[config.mk]
export PLATFORM = sky130hd
export DESIGN_NAME = req_arbiter4
export DESIGN_NICKNAME = d
export VERILOG_FILES = /design/src/rtl/req_arbiter4.sv
export SDC_FILE = /design/constraint.sdc
export NUM_CORES = 1
export LEC_CHECK = 0
export CAP_MARGIN = 40
export CORE_ASPECT_RATIO = 1.2
export CORE_MARGIN = 3
export CORE_UTILIZATION = 56
export DETAILED_ROUTE_END_ITERATION = 16
export HOLD_SLACK_MARGIN = 0.03
export PLACE_DENSITY = 0.95
export SYNTH_ARGS = -nofsm -noshare
export SYNTH_HDL_FRONTEND = slang
export SYNTH_SLANG_ARGS = --single-unit
[constraint.sdc]
create_clock -name clk -period 2.84 [get_ports clk]
set_input_delay 0.852 -clock clk [delete_from_list [all_inputs] [get_ports clk]]
set_output_delay 0.852 -clock clk [all_outputs]
set_load 0.01 [all_outputs]
[src/rtl/req_arbiter4.sv]
// Four-requester arbiter: fixed or round-robin priority pick in IDLE, registered
// one-hot grant held until done, request drop, or HOLD_MAX-cycle tenure expiry.
module req_arbiter4 #(
    parameter bit          ROUND_ROBIN = 1'b1,
    parameter int unsigned HOLD_MAX    = 16
) (
    input  logic       clk,
    input  logic       rst_n,
    input  logic [3:0] req_in,
    input  logic       done_in,
    output logic [3:0] grant_out,
    output logic [1:0] grant_id_out,
    output logic       grant_valid_out,
    output logic       timeout_out
);

    typedef enum logic {
        S_IDLE,
        S_GRANT
    } state_t;

    state_t     r_state, w_state_nxt;
    logic [3:0] r_grant, w_grant_nxt;
    logic [1:0] r_id, w_id_nxt;
    logic [1:0] r_last_id, w_last_nxt;
    logic [7:0] r_hold, w_hold_nxt;
    logic       r_tmo, w_tmo_nxt;

    logic       w_found;
    logic [1:0] w_win;
    logic [1:0] w_start;
    logic       w_norm_rel;
    logic       w_to_hit;

    // Search begins one below the previous winner and descends with wrap-around;
    // fixed mode is the same search anchored at index 3.
    assign w_start = ROUND_ROBIN ? (r_last_id - 2'd1) : 2'd3;

    always_comb begin
        logic [1:0] idx;
        w_found = 1'b0;
        w_win   = 2'd0;
        idx     = 2'd0;
        for (int unsigned i = 0; i < 4; i++) begin
            idx = w_start - 2'(i);
            if (!w_found && req_in[idx]) begin
                w_found = 1'b1;
                w_win   = idx;
            end
        end
    end

    assign w_norm_rel = done_in | ~req_in[r_id];
    assign w_to_hit   = (HOLD_MAX != 0) && (r_hold == 8'(HOLD_MAX));

    always_comb begin
        w_state_nxt = r_state;
        w_grant_nxt = r_grant;
        w_id_nxt    = r_id;
        w_last_nxt  = r_last_id;
        w_hold_nxt  = r_hold;
        w_tmo_nxt   = 1'b0;
        case (r_state)
            S_IDLE: begin
                if (w_found) begin
                    w_state_nxt        = S_GRANT;
                    w_grant_nxt        = '0;
                    w_grant_nxt[w_win] = 1'b1;
                    w_id_nxt           = w_win;
                    w_last_nxt         = w_win;
                    w_hold_nxt         = 8'd1;
                end
            end
            S_GRANT: begin
                if (r_hold != 8'hFF) begin
                    w_hold_nxt = r_hold + 8'd1;
                end
                if (w_norm_rel || w_to_hit) begin
                    w_state_nxt = S_IDLE;
                    w_grant_nxt = '0;
                    // Timeout is flagged only when expiry is the sole release cause.
                    w_tmo_nxt   = w_to_hit & ~w_norm_rel;
                end
            end
            default: begin
                w_state_nxt = S_IDLE;
                w_grant_nxt = '0;
            end
        endcase
    end

    always_ff @(posedge clk or negedge rst_n) begin
        if (!rst_n) begin
            r_state   <= S_IDLE;
            r_grant   <= '0;
            r_id      <= '0;
            r_last_id <= '0;
            r_hold    <= '0;
            r_tmo     <= 1'b0;
        end else begin
            r_state   <= w_state_nxt;
            r_grant   <= w_grant_nxt;
            r_id      <= w_id_nxt;
            r_last_id <= w_last_nxt;
            r_hold    <= w_hold_nxt;
            r_tmo     <= w_tmo_nxt;
        end
    end

    assign grant_out       = r_grant;
    assign grant_id_out    = r_id;
    assign grant_valid_out = |r_grant;
    assign timeout_out     = r_tmo;

endmodule

==> metrics <==
delay-heaviest family, CP simple AND/OR/NAND/NOR gates; fin worst setup slack 280.7 ps; Core ar. 1520 µm²; final hold violation count 0; slew at the pin closest to its max-slew limit 714.1 ps; per-cell routed wire length 16.72 µm; CTS root buffer clkbuf_4; Vias/cell 6.476; register bit count reported by yosys 16; Final period util 90.12%; fin util 74.90%; IO Pins 15; critical path, cell by cell or4_1 -> clkdlybuf4s50_1; RSZ-0062 raised after global routing false; Final Max Slew Viols 0; post-cts sizing count 0; dominant cells by area after synthesis dfrtp_1, nand2_1, a31oi_1; number of global-route vias before repair 839; initial antenna violation count 0; Final Skew 3.404 ps; DR iter-0 viols 29; antenna cell count 0; post-synthesis async set-or-reset flop share 100.0%; Max Fclk 390.7 MHz; Max-Cap Viols 0; global route overflow 0; Post-Synthesis Cells 91; Post-synth EDFFs 0; setup bufs post-CTS 0; hold_ws 533.3 ps; switch share 39.37%; register area 400.4 µm²; fillers 110; Critical Path Slowest Stage Cell or4_1; synth cell count leaders dfrtp_1, nand2_1, a31oi_1; Syn. warnings 0; clock share of power 14.3%; CP bufs+invs 1; Sink Count 16; Critical Path RT 1990 ps; sequential share of power 40.8%; # DRC 0; Avg Inst Size Synth 10.50 µm²; Post-DP HPWL 1558 µm; prevailing post-synth register cell dfrtp_1; Hold Buf Count CTS 0; critical path fanouts, max 3; NetSw 0.4205 mW; Die Ht 51.26 µm; Total Routed Length 2073 µm; Total GRT Usage 22.07%; CTS Buf Count 3; Seq/Total Area, Yosys 41.88%; worst vdd ir 0.5323 mV; Nets 117; GP Congestion 0.8263; drt pass-1 iters 4; Initial Util 62.88%; Post-Layout Cell Count 124; Area after DPL 1102 µm²; row count 15; critical path launch point type flip-flop; Setup-failing EPs final 0; status finished clean; post-synth cell types 41; WP data arrival 1710 ps; TNS Setup 0 ps; Final Instance Area 1139 µm²; cell internal pwr 0.6477 mW; Yosys top cell by area dfrtp_1; most common cell in the netlist dfrtp_1; die width 43.72 µm; Clock Path Buffers 2; share of cells above drive strength 1 14.95%; CTS clk-pin slew, worst paths 90 ps; largest net degree at the start of global routing 17; Power Total 1.068 mW; first-pass GRT wire length 3705 µm; Setup CP Type flip-flop to primary output; Worst-Skew Late Latency 290 ps; Mapped Nets 100; Die Area 2241 µm²; Post-Place Cells 120; clock tree from TritonCTS built; H-Tree Depth 1; Layout area overhead 19.11%; PwrDens 938.2 nW/µm²; crit-path max cell delay 520 ps; I/O Buffers 14; Final ANT Viol Nets 0; Post-Syn Area 955.9 µm²; min Tclk post-route 2559 ps; static leakage 0.5158 nW; min-delay worst type flip-flop to flip-flop; Yosys top cell area share 41.88%; Comb power frac 44.9%; max_slew headroom 52.24%; area occupied by multi-input gates 518.0 µm²; pre-CTS setup slack 333.4 ps; routed vias 803; crit end category primary output
## power groups by stage
| stage | Combinational (mW) | Clock [mW] | Sequential, mW |
|---|---|---|---|
| 3_5_place_dp | 0.482 | 0 | 0.437 |
| 4_1_cts | 0.484 | 0.155 | 0.432 |
| 6_report | 0.480 | 0.153 | 0.436 |
| 2_1_floorplan | 0.334 | 0 | 0.397 |
| 5_1_grt | 0.526 | 0.163 | 0.452 |
| 3_3_place_gp | 0.464 | 0 | 0.431 |
## worst paths after layout
| check | end | start | slack (ps) | cells past startpoint |
|---|---|---|---|---|
| max | grant_valid_out | grant_out[1]$_DFFE_PN0P_ | 280 | 2 |
| min | grant_out[3]$_DFFE_PN0P_ | grant_out[3]$_DFFE_PN0P_ | 530 | 1 |
| max reg2reg | grant_out[1]$_DFFE_PN0P_ | r_state$_DFF_PN0_ | 940 | 4 |
| min reg2reg | grant_out[3]$_DFFE_PN0P_ | grant_out[3]$_DFFE_PN0P_ | 530 | 1 |
| max in group asynchronous | grant_out[0]$_DFFE_PN0P_ | rst_n | 1410 | 1 |
| min in group asynchronous | r_hold[4]$_DFFE_PN0P_ | rst_n | 980 | 1 |
## state kept, by name, summed over array words and instances, names as in the netlist
register,flops
r_state,1
r_hold,8
grant_out,4
timeout_out,1
r_last_id,2
## cell usage in the layout, fill, tap and decap left out, drive strengths merged
cell / instances
o21ai: 2
or2: 2
nand2: 9
a21o: 1
a22o: 3
a31oi: 6
nand4b: 1
ha: 2
or4b: 2
o31ai: 1
mux2i: 2
a41o: 1
nor3b: 1
a211oi: 1
nor2: 4
or4: 1
and3: 2
a311oi: 1
a32o: 1
o2bb2ai: 2
a21oi: 1
nand2b: 2
clkdlybuf4s50: 14
inv: 4
and2: 1
xor2: 1
a211o: 1
buf: 1
clkbuf: 4
a41oi: 3
dfrtp: 16
mux2: 3
or2b: 1
o311ai: 1
nor3: 2
nand3: 4
and3b: 1
nor4: 2
## layout make-up
| class | instances | area share, % |
|---|---|---|
| multi-input cells | 68 | 45.49 |
| flip-flops and latches | 16 | 35.16 |
| repair buffers | 15 | 12.97 |
| clock buffers | 4 | 3.187 |
| well taps | 17 | 1.868 |
| inverters | 4 | 1.319 |
## per-layer routing
| metal | global-route usage [%] | vias to the layer above | share of wire (%) |
|---|---|---|---|
| met5 | 0 | - | 0 |
| met3 | 2.113 | 2 | 5.0 |
| met2 | 38.11 | 29 | 53 |
| met4 | 10.05 | 0 | 0.48 |
| li1 | - | 385 | - |
| met1 | 26.99 | 387 | 42 |
## cells by family after synthesis
kind of cell | share of synthesized area, %
fa+ha+maj | 2.617
buf+inv | 3.926
mux | 6.020
simple gates | 22.78
compound gates | 21.86
xor+xnor | 0.9164
flops | 41.88
(Power assumes the default switching activity.)
